--- src/rtl/edge_detect_multi.sv ---
// Multi-channel debounced edge detector: per-channel INIT/LOW/HIGH FSM, mode-filtered pulses,
// sticky flags. Define EDGE_DETECT_CNT_EN to add saturating per-channel event counters (evt_cnt).
module edge_detect_multi #(
  parameter int unsigned WIDTH    = 4,
  parameter int unsigned DEBOUNCE = 2,
  parameter int unsigned CNT_W    = 8
) (
  input  logic                   clk,
  input  logic                   rst,
  input  logic [WIDTH-1:0]       din,
  input  logic [1:0]             mode,
  input  logic                   clr,
  output logic [WIDTH-1:0]       pulse,
  output logic [WIDTH-1:0]       sticky,
  output logic [WIDTH-1:0]       level,
  output logic [WIDTH-1:0]       valid
`ifdef EDGE_DETECT_CNT_EN
  ,
  output logic [WIDTH*CNT_W-1:0] evt_cnt
`endif
);

  localparam int unsigned    DbW    = $clog2(DEBOUNCE) + 1;
  localparam logic [DbW-1:0] DbLast = DbW'(DEBOUNCE - 1);

  localparam logic [1:0] StInit = 2'd0;
  localparam logic [1:0] StLow  = 2'd1;
  localparam logic [1:0] StHigh = 2'd2;

  // mode[1] masks rising edges, mode[0] masks falling edges.
  logic rise_ok;
  logic fall_ok;
  assign rise_ok = ~mode[1];
  assign fall_ok = ~mode[0];

  for (genvar i = 0; i < WIDTH; i++) begin : g_ch
    logic [1:0]     state_q, state_d;
    logic [DbW-1:0] cnt_q, cnt_d;
    logic           pulse_q, pulse_d;
    logic           sticky_q, sticky_d;

    always_comb begin
      state_d = state_q;
      cnt_d   = cnt_q;
      pulse_d = 1'b0;
      case (state_q)
        StInit: begin
          state_d = din[i] ? StHigh : StLow;
          cnt_d   = '0;
        end
        StLow: begin
          if (din[i]) begin
            if (cnt_q == DbLast) begin
              state_d = StHigh;
              cnt_d   = '0;
              pulse_d = rise_ok;
            end else begin
              cnt_d = cnt_q + 1'b1;
            end
          end else begin
            cnt_d = '0;
          end
        end
        StHigh: begin
          if (!din[i]) begin
            if (cnt_q == DbLast) begin
              state_d = StLow;
              cnt_d   = '0;
              pulse_d = fall_ok;
            end else begin
              cnt_d = cnt_q + 1'b1;
            end
          end else begin
            cnt_d = '0;
          end
        end
        default: begin
          state_d = StInit;
          cnt_d   = '0;
        end
      endcase
      // A new event outranks a simultaneous clear.
      sticky_d = pulse_d | (sticky_q & ~clr);
    end

    always_ff @(posedge clk or negedge rst) begin
      if (!rst) begin
        state_q  <= StInit;
        cnt_q    <= '0;
        pulse_q  <= 1'b0;
        sticky_q <= 1'b0;
      end else begin
        state_q  <= state_d;
        cnt_q    <= cnt_d;
        pulse_q  <= pulse_d;
        sticky_q <= sticky_d;
      end
    end

    assign pulse[i]  = pulse_q;
    assign sticky[i] = sticky_q;
    assign level[i]  = (state_q == StHigh);
    assign valid[i]  = (state_q != StInit);

`ifdef EDGE_DETECT_CNT_EN
    logic [CNT_W-1:0] evt_q, evt_d;

    always_comb begin
      evt_d = evt_q;
      if (clr) begin
        evt_d = CNT_W'(pulse_d);
      end else if (pulse_d && (evt_q != {CNT_W{1'b1}})) begin
        evt_d = evt_q + 1'b1;
      end
    end

    always_ff @(posedge clk or negedge rst) begin
      if (!rst) begin
        evt_q <= '0;
      end else begin
        evt_q <= evt_d;
      end
    end

    assign evt_cnt[i*CNT_W +: CNT_W] = evt_q;
`endif
  end

`ifndef EDGE_DETECT_CNT_EN
  // CNT_W only shapes the counters, which are absent in this build.
  if (CNT_W == 0) begin : g_no_cnt
  end
`endif

endmodule

--- config.mk ---
export PLATFORM = sky130hd
export DESIGN_NAME = edge_detect_multi
export DESIGN_NICKNAME = d
export VERILOG_FILES = /design/src/rtl/edge_detect_multi.sv
export SDC_FILE = /design/constraint.sdc
export NUM_CORES = 1
export LEC_CHECK = 0
export ABC_AREA = 0
export CAP_MARGIN = 20
export CORE_ASPECT_RATIO = 0.9
export CORE_MARGIN = 4
export CORE_UTILIZATION = 35
export CTS_CLUSTER_SIZE = 30
export DETAILED_ROUTE_END_ITERATION = 16
export SLEW_MARGIN = 20
export SYNTH_ARGS = -nofsm -noshare
export SYNTH_HDL_FRONTEND = slang
export SYNTH_SLANG_ARGS = --single-unit
--- constraint.sdc ---
create_clock -name clk -period 2 [get_ports clk]
set_clock_uncertainty 0.15 [all_clocks]
set_input_delay 0.2 -clock clk [delete_from_list [all_inputs] [get_ports clk]]
set_output_delay 0.2 -clock clk [all_outputs]
set_load 0.03 [all_outputs]
==> reports/qor.yml, run 1 <==
status:
  status: "finished, final reports clean"
setup_path:
  cpMaxStageDelayCell: "dfrtp_1"
  reg2regPathDepth: 5
  crit_chain: "inv_1, ha_1, nor2_1, a311oi_2, mux2_2"
  critPathMaxStageDelay_ns: 0.41
  cp_max_fo: 4
  cp-start-kind: "register"
  reg2reg_slack_ns: 0.16
  r2r-end: "g_ch[3].state_q[1]"
  crit_start: "g_ch[3].state_q[0]"
  reg2reg_from: "g_ch[3].state_q[0]"
  worst_ep_arrival_time_ns: 1.84
  crit_type: "reg -> reg"
  cp-end-kind: "register"
  cp.required_ns: 2.00
yosys:
  yosysTopAreaCell: "dfrtp_1"
  syn_area_sq_um: 1370
  synth.area.top_cells: "dfrtp_1 (44%), ha_1 (11%), mux2i_1 (4.4%)"
  synthArstFlopShare_pct: 100
  ys_seq_area_share_pct: 44.0
  synth_cells: 137
  synth_flop_cell: "dfrtp_1"
  syn_nets: 158
  yosysUniqueCellTypes: 29
  synth_seq_cells: 24
  synth_compound_area_share_pct: 15.1
  synthAdderAreaFrac_pct: 11.0
  synth-edff-count: 0
  yosys.area_share.simple_pct: 14.9
  avgSynthCellArea_sq_um: 9.96
  yosys.area.top_type_share_pct: 44.0
  synth_mux_area_share_pct: 5.22
  synth_most_common_cell: "dfrtp_1"
  synth_xor_area_share_pct: 0
  yosysWarnings: 0
  yosys-top-cells-count: "dfrtp_1 (24), inv_1 (15), ha_1 (12)"
  synth_top_family_by_area: "compound AO/OA/AOI/OAI gates"
clock_tree:
  htreeDepth: 1
  cts_hold_buf: 0
  clk_latency_ns: 0.26
  path_clk_slew_ns: 0.08
  cts_setup_buffers: 0
  tritoncts: "built"
  cts_sinks: 24
  cts_resized: 8
  clock-root-buffer: "clkbuf_8"
  cts_made_buffers: 3
  cts_buffer_depth: 2
timing:
  layout_min_cycle_time_ns: 1.84
  holdWs_ns: 0.137
  worst_slew_pin_slew_ns: 0.351
  setup-tns-final_ns: 0
  setup_viol: 0
  relSlewSlack_pct: 76.6
  hold_violations: 0
  finalCritPeriodShare_pct: 92.0
  max_freq_mhz: 543
  slew_viol_final: 0
  rsz0062_at_grt: "no"
global_route:
  grt_usage_pct: 11.7
  grt_pass1_vias: 1018
  grt_overflow: 0
  grt_pass1_wl_um: 4520
  antenna_found_initial: 0
  grt_max_degree: 25
route:
  vias: 980
  viasPerCell: 4.85
  final_antenna_net_count: 0
  drt-total-wl_um: 2500
  drc: 0
  wire_per_inst_um: 12.4
  drt_iter0_drc: 40
  dr.pass1.iters: 4
floorplan:
  io_pins: 25
  std_cell_rows: 21
  start_util_pct: 36.6
  die-area_sq_um: 4960
  core_sq_um: 3730
  die_x_um: 73.8
  die_height_um: 67.2
finish:
  n_antenna_cell: 0
  area_delta_synth_final_pct: 19.6
  drive_gt1_share_pct: 5.13
  layout.nets: 179
min_path:
  hold_path_class: "in -> async"
power_and_ir_drop:
  power.density_nw_per_um2: 1410
  ir_worst_vdd_mv: 0.731
  leakage_nw: 0.819
job:
  maxCapViolations: 0
placement:
  hpwl_um: 1910
  port_buffers: 24
  gp_congestion: 0.849
## state kept, by name, indices dropped and copies added (netlist names)
| register | flops |
|---|---|
| g_ch.sticky_q | 4 |
| g_ch.state_q | 8 |
| g_ch.cnt_q | 8 |
| g_ch.pulse_q | 4 |
## worst max-delay path: cells and delay by family (launching register included)
| family | cells | cell delay (ns) |
|---|---|---|
| flip-flops | 1 | 0.41 |
| AND/OR/NAND/NOR | 1 | 0.07 |
| adder cells (fa/ha/maj) | 1 | 0.23 |
| AO/OA/AOI/OAI | 1 | 0.36 |
| buffers and inverters | 1 | 0.12 |
| multiplexers | 1 | 0.38 |
## routing by layer
metal	part of all wire, %	vias up	global-route usage, %
li1	-	498	-
met1	47	465	14.6
met2	48	15	20.2
met3	4.5	2	3.72
met4	0.44	0	1.36
met5	0	-	0
## area by class of cell
cell class	count	area [sq um]
sequential	24	601
tap	46	57.6
multi-input combinational	88	632
clock buffer	3	41.3
inverter	15	56.3
timing repair buffer	26	245
fill	375	2100
## worst max-delay path by stage
stage,to,slack (ns),cells after the start
detailed placement,g_ch[3].state_q[1],0.14,4
global placement,g_ch[3].state_q[1],0.18,4
CTS,valid[0],0.15,4
global route,level[1],0.04,3
floorplan,g_ch[3].state_q[1],0.07,5
finish,g_ch[3].state_q[1],0.16,5
## placed cells by master, fill, tap and decap left out, types with 2 or more instances in the layout
cell type        netlist  final
dfrtp_1               24     24
clkdlybuf4s50_1        0     16
inv_1                 15     15
ha_1                  12     12
a21oi_1                9      9
nor2_1                 9      9
dlygate4sd2_1          0      8
o21ai_0                7      7
mux2i_1                6      6
nand2_1                5      5
a21o_1                 5      5
nand2b_1               4      4
and2_1                 4      4
nor2b_1                4      4
and3_1                 3      3
a211oi_1               3      3
clkbuf_8               0      3
o22ai_1                2      2
a32oi_1                2      2
nor3b_1                2      2
or3_1                  2      2
nor3_1                 2      2
buf_4                  8      2
## logic make-up after synthesis
family / count (synthesis)
and+or+nand+nor: 37
AOI/OAI and AO/OA: 32
buffers and inverters: 25
DFF: 24
adders and majority gates: 12
muxes: 7
## power breakdown
| part | leakage (nW) | switching (mW) | internal, mW | total [mW] |
|---|---|---|---|---|
| registers | 0.320 | 0.103 | 0.618 | 0.722 |
| logic | 0.477 | 0.775 | 0.517 | 1.29 |
| clock network | 0.0216 | 0.149 | 0.135 | 0.284 |
| total | 0.819 | 1.03 | 1.27 | 2.30 |
## through the flow
stage               setup WS (ns)  instance area, sq um  total power [mW]  cells  util (%)
global placement            0.179                  1600              2.03    199      42.9
global route               0.0419                  1630              2.54    202      43.8
finish                      0.159                  1630              2.30    202      43.8
floorplan                  0.0691                  1370              1.71    137         -
CTS                         0.150                  1630              2.33    202      43.8
detailed placement          0.139                  1600              2.09    199      42.9
(Power assumes the default switching activity.)
==> inputs of run 2 (changes only) <==
GPL_ROUTABILITY_DRIVEN = 1   (was unset)
GPL_TIMING_DRIVEN = 0   (was unset)
==> run 2 against run 1 <==
Setup slack got worse by 0.036 ns. Critical path depth did not move. Sequential share of layout area fell by 1.6 points. Global-route usage barely moved. Register-to-register slack got worse by 0.04 ns. Count of clock-buffer cells in the layout did not move. Combinational power barely moved. Worst hold slack improved by 0.0036 ns. Via count rose by 5.2%. Power rose by 7.5%. Design area rose by 4.7%. Fmax fell by 1.9%. Highest routed layer unchanged.
==> reports/qor.yml, run 2 (synthesis results as in run 1) <==
timing:
  hold_violations: 0  # unchanged
  rsz0062_at_grt: "no"
  max_freq_mhz: 533  # -1.9%
  setup_viol: 0  # unchanged
  setup-tns-final_ns: 0  # unchanged
  setup_slack_ns: 0.123  # -0.0359 ns
  slew_viol_final: 0  # unchanged
  worst_slew_pin_slew_ns: 0.545  # +0.194 ns
  finalCritPeriodShare_pct: 93.8  # +1.8 points
  relSlewSlack_pct: 63.7  # -13 points
  layout_min_cycle_time_ns: 1.88  # +0.0359 ns
power_and_ir_drop:
  ir_worst_vdd_mv: 0.816  # +12%
  power.density_nw_per_um2: 1450  # +2.7%
  leakage_nw: 0.874  # +6.7%
finish:
  drive_gt1_share_pct: 11.0  # +5.8 points
  final_common_cell: "dfrtp_1"
  layout.nets: 186  # +3.9%
  mostFrequentLayoutCells: "dfrtp_1 (24), inv_1 (15), clkdlybuf4s50_1 (13)"
  area_delta_synth_final_pct: 25.2
  design_area_sq_um: 1710  # +4.7%
  n_antenna_cell: 0  # unchanged
  regArea_sq_um: 601  # unchanged
  fillers: 368  # -1.9%
  top_regs: "g_ch.cnt_q x8, g_ch.state_q x8"
  multi_input_area_sq_um: 632  # unchanged
clock_tree:
  path_clk_slew_ns: 0.09  # about the same
  cts_sinks: 24  # unchanged
  cts_made_buffers: 3  # unchanged
  cts_setup_buffers: 0  # unchanged
  htreeDepth: 1  # unchanged
  cts_buffer_depth: 2  # unchanged
  clk_latency_ns: 0.27  # about the same
  clock-root-buffer: "clkbuf_8"
  tritoncts: "built"
setup_path:
  r2r-end: "g_ch[3].state_q[1]"
  reg2reg_from: "g_ch[3].state_q[0]"
  cp.required_ns: 2.01  # about the same
  cp-start-kind: "register"
  cp-end-kind: "register"
  crit_chain: "inv_1, ha_1, nor2_1, a311oi_2, mux2_2"
  cpMaxStageDelayCell: "dfrtp_1"
  reg2regPathDepth: 5  # unchanged
  reg2reg_slack_ns: 0.12  # -0.04 ns
  cp_max_fo: 4  # unchanged
  critPathMaxStageDelay_ns: 0.42  # about the same
  worst_ep_arrival_time_ns: 1.89  # +0.05 ns
  crit_type: "reg -> reg"
min_path:
  hp-start: "din[2]"
  holdPathStages: 3
  hold_path_class: "in -> reg"
  min_to: "g_ch[2].state_q[1]"
floorplan:
  die_x_um: 73.8  # unchanged
  start_util_pct: 36.6  # unchanged
  die_height_um: 67.2  # unchanged
  io_pins: 25  # unchanged
  core_sq_um: 3730  # unchanged
  die-area_sq_um: 4960  # unchanged
  std_cell_rows: 21  # unchanged
route:
  final_antenna_net_count: 0  # unchanged
  wire_per_inst_um: 12.4  # +0.35%
  viasPerCell: 4.91  # +1.2%
  drt-total-wl_um: 2600  # +4.3%
  drc: 0  # unchanged
  dr.pass1.iters: 4  # unchanged
  vias: 1031  # +5.2%
  drt_iter0_drc: 61  # +53%
global_route:
  grt_overflow: 0  # unchanged
  grt_pass1_wl_um: 4510  # -0.31%
  grt_pass1_vias: 1051  # +3.2%
  grt_usage_pct: 11.7  # +0.015 points
  antenna_found_initial: 0  # unchanged
  grt_max_degree: 25  # unchanged
status:
  status: "finished, final reports clean"
placement:
  hpwl_um: 1970  # +2.9%
  pre_cts_ws_ns: 0.125  # -0.0136 ns
  gp_congestion: 0.823  # -3.0%
  placed_area_sq_um: 1640  # +2.6%
  port_buffers: 22  # -8.3%
job:
  maxCapViolations: 0  # unchanged
## run 2: changes by cell type in the layout (fill, tap and decap cells not counted)
cell | before | now
bufinv_16 | 0 | 1
clkdlybuf4s50_1 | 16 | 13
buf_2 | 0 | 1
buf_6 | 0 | 1
buf_4 | 2 | 8
dlygate4sd3_1 | 0 | 1
clkbuf_2 | 0 | 1
## run 2: stage by stage
step	utilization (%)	hold slack [ns]	std cells	total power, mW
2_1_floorplan	-	-0.246	137	1.71
3_3_place_gp	44.0	0.267	205	2.04
3_5_place_dp	44.0	0.277	205	2.11
4_1_cts	45.7	0.140	209	2.48
5_1_grt	45.8	0.164	210	2.68
6_report	45.8	0.140	210	2.47
## run 2: power breakdown
group	switching [mW]	total (mW)	internal, mW
Clock	0.158	0.425	0.268
Combinational	0.788	1.32	0.532
Sequential	0.108	0.726	0.618
## run 2: final cells by class
cell class              count  area share (%)
multi-input cells          88            37.0
inverters                  15            3.29
repair buffers             23            12.6
clock buffers               3            2.42
plain buffers              10            4.47
clock inverters             1            1.76
well taps                  46            3.37
flip-flops and latches     24            35.1
## run 2: layer usage
metal  vias to the layer above  wire, um  global-route usage [%]
li1                        516         -                       -
met5                         -         0                       0
met3                         4       129                    4.02
met1                       488      1140                    13.0
met2                        23      1300                    20.8
met4                         0        34                    3.85
## run 2: critical path: cells and delay by family (launching register included)
family | cells | cell delay (ns)
mux | 1 | 0.38
flops | 1 | 0.42
compound gates | 1 | 0.38
fa+ha+maj | 1 | 0.24
simple gates | 1 | 0.08
buf+inv | 1 | 0.13
## run 2: how the worst max path moves through the flow
stage | depth (start not counted) | to | start | slack (ns)
6_report | 5 | g_ch[3].state_q[1] | g_ch[3].state_q[0] | 0.12
5_1_grt | 6 | g_ch[3].state_q[0] | g_ch[3].state_q[0] | 0.002
4_1_cts | 5 | g_ch[3].state_q[1] | g_ch[3].state_q[0] | 0.13
3_5_place_dp | 4 | g_ch[3].state_q[1] | din[3] | 0.13
3_3_place_gp | 4 | g_ch[3].state_q[1] | din[3] | 0.18
2_1_floorplan | 5 | g_ch[3].state_q[1] | g_ch[3].state_q[0] | 0.07
## run 2: what timing repair did
item / CTS / global route
hold buffers: 0 / 1
gates resized for setup: 8 / 0
setup endpoints to repair: 8 / 0
hold endpoints to repair: 0 / 24
==> inputs of run 3 (changes only) <==
GPL_TIMING_DRIVEN = unset   (was 0)
SETUP_SLACK_MARGIN = 0.3   (was unset)
==> run 3 against run 2 <==
Sequential share of layout area shrank 2.0 points. First-iteration DRC count shrank 16%. Critical path depth grew 1. Via count grew 3.2%. Clock power grew 2%. Sequential cell count is the same. Global-route usage grew 0.066 points. Design area grew 6.4%. Final cell count grew 1.9%. Power grew 14%. Fmax grew 8.7%. Register-to-register slack gained 0.15 ns.
==> reports/qor.yml, run 3 (synthesis results as in run 1) <==
clock_tree:
  clock-root-buffer: "clkbuf_8"
  cts_buffer_depth: 2  # unchanged
  cts_sinks: 24  # unchanged
  cts_made_buffers: 3  # unchanged
  tritoncts: "built"
  htreeDepth: 1  # unchanged
  path_clk_slew_ns: 0.09  # about the same
  clk_latency_ns: 0.27  # about the same
power_and_ir_drop:
  power.density_nw_per_um2: 1550  # +7.2%
  leakage_nw: 0.873  # -0.13%
  ir_worst_vdd_mv: 0.701  # -14%
route:
  drc: 0  # unchanged
  wire_per_inst_um: 12.9  # +4.0%
  viasPerCell: 4.97  # +1.3%
  final_antenna_net_count: 0  # unchanged
  dr.pass1.iters: 4  # unchanged
  drt-total-wl_um: 2760  # +6.0%
  vias: 1064  # +3.2%
  drt_iter0_drc: 51  # -16%
setup_path:
  cp-end-kind: "register"
  cp_max_fo: 3  # -1
  worst_ep_arrival_time_ns: 1.74  # -0.15 ns
  cp.required_ns: 2.01  # about the same
  crit_type: "reg -> reg"
  cp-start-kind: "register"
job:
  maxCapViolations: 0  # unchanged
floorplan:
  die-area_sq_um: 4960  # unchanged
  std_cell_rows: 21  # unchanged
  start_util_pct: 36.6  # unchanged
  core_sq_um: 3730  # unchanged
  die_height_um: 67.2  # unchanged
  die_x_um: 73.8  # unchanged
  io_pins: 25  # unchanged
min_path:
  hold_path_class: "in -> async"
timing:
  finalCritPeriodShare_pct: 86.3  # -7.5 points
  max_freq_mhz: 579  # +8.7%
  relSlewSlack_pct: 79.2  # +16 points
  hold_violations: 0  # unchanged
  setup_viol: 0  # unchanged
  rsz0062_at_grt: "yes"
  layout_min_cycle_time_ns: 1.73  # -0.151 ns
  setup-tns-final_ns: 0  # unchanged
  slew_viol_final: 0  # unchanged
  worst_slew_pin_slew_ns: 0.310  # -0.234 ns
finish:
  top_regs: "g_ch.cnt_q x8, g_ch.state_q x8"
  layout.nets: 190  # +2.2%
  n_antenna_cell: 0  # unchanged
  area_delta_synth_final_pct: 33.2
  drive_gt1_share_pct: 27.4  # +16 points
  final_common_cell: "dfrtp_1"
  fin_util_pct: 48.7  # +2.9 points
  mostFrequentLayoutCells: "dfrtp_1 (23), clkdlybuf4s50_1 (16), buf_4 (12)"
global_route:
  grt_overflow: 0  # unchanged
  grt_max_degree: 25  # unchanged
  grt_pass1_vias: 1044  # -0.67%
  grt_usage_pct: 11.7  # +0.066 points
  grt_pass1_wl_um: 4440  # -1.4%
  antenna_found_initial: 0  # unchanged
placement:
  gp_congestion: 0.882  # +7.2%
  port_buffers: 24  # +9.1%
  hpwl_um: 1990  # +1.3%
status:
  status: "finished, final reports clean"
## run 3: power breakdown
part | total, mW | switching (mW) | leakage, nW | internal [mW]
Combinational | 1.66 | 0.921 | 0.518 | 0.744
Clock | 0.432 | 0.164 | 0.0357 | 0.268
Sequential | 0.721 | 0.101 | 0.319 | 0.620
## run 3: area by class of cell
cell class	instances	area [sq um]
clock buffer	3	41.3
clock inverter	1	30.0
fill	325	1910
inverter	15	58.8
multi-input combinational	88	712
sequential	24	602
tap	46	57.6
timing repair buffer	37	317
## run 3: per-stage QoR
step                      instances  setup WS [ns]  cell area, sq um  hold WS [ns]  power, mW
after floorplan                 137          0.267              1380        -0.246       1.73
after global placement          200          0.195              1630         0.266       2.06
after detailed placement        200          0.164              1630         0.271       2.12
after CTS                       212          0.289              1770         0.135       2.70
after global routing            214          0.243              1820         0.150       3.03
final                           214          0.274              1820         0.127       2.82
## run 3: repair_timing
action / 4_1_cts / 5_1_grt
setup buffers: 8 / 2
endpoints found under the hold margin: 0 / 0
endpoints found under the setup margin: 10 / 14
hold buffers: 0 / 0
pin swaps: 1 / 1
gates resized for setup: 37 / 25
cloned: 0 / 0
## run 3: path summary, 6_finish.rpt
kind	start	to	slack [ns]	cells past startpoint
hold reg to reg	g_ch[2].cnt_q[0]	g_ch[2].cnt_q[0]	0.28	1
setup reg to reg	g_ch[3].state_q[0]	g_ch[3].state_q[1]	0.27	6
hold / removal	rst	g_ch[1].state_q[1]	0.13	2
setup / recovery	g_ch[3].state_q[0]	g_ch[3].state_q[1]	0.27	6
max in group asynchronous	rst	g_ch[3].state_q[0]	1.32	2
min in group clk	g_ch[2].cnt_q[0]	g_ch[2].cnt_q[0]	0.28	1
## run 3: critical path, stage by stage, from the launching register on
cell,delay [ns]
dfrtp_2,0.45
buf_6,0.13
ha_4,0.16
nor4b_4,0.22
a311oi_2,0.06
buf_4,0.16
mux2_4,0.29
## run 3: metal layers
layer	up-vias	track usage (%)	wire, um
met5	-	0	0
met3	4	3.72	104
met1	515	12.5	1170
li1	523	-	-
met2	22	22.0	1460
met4	0	3.62	19
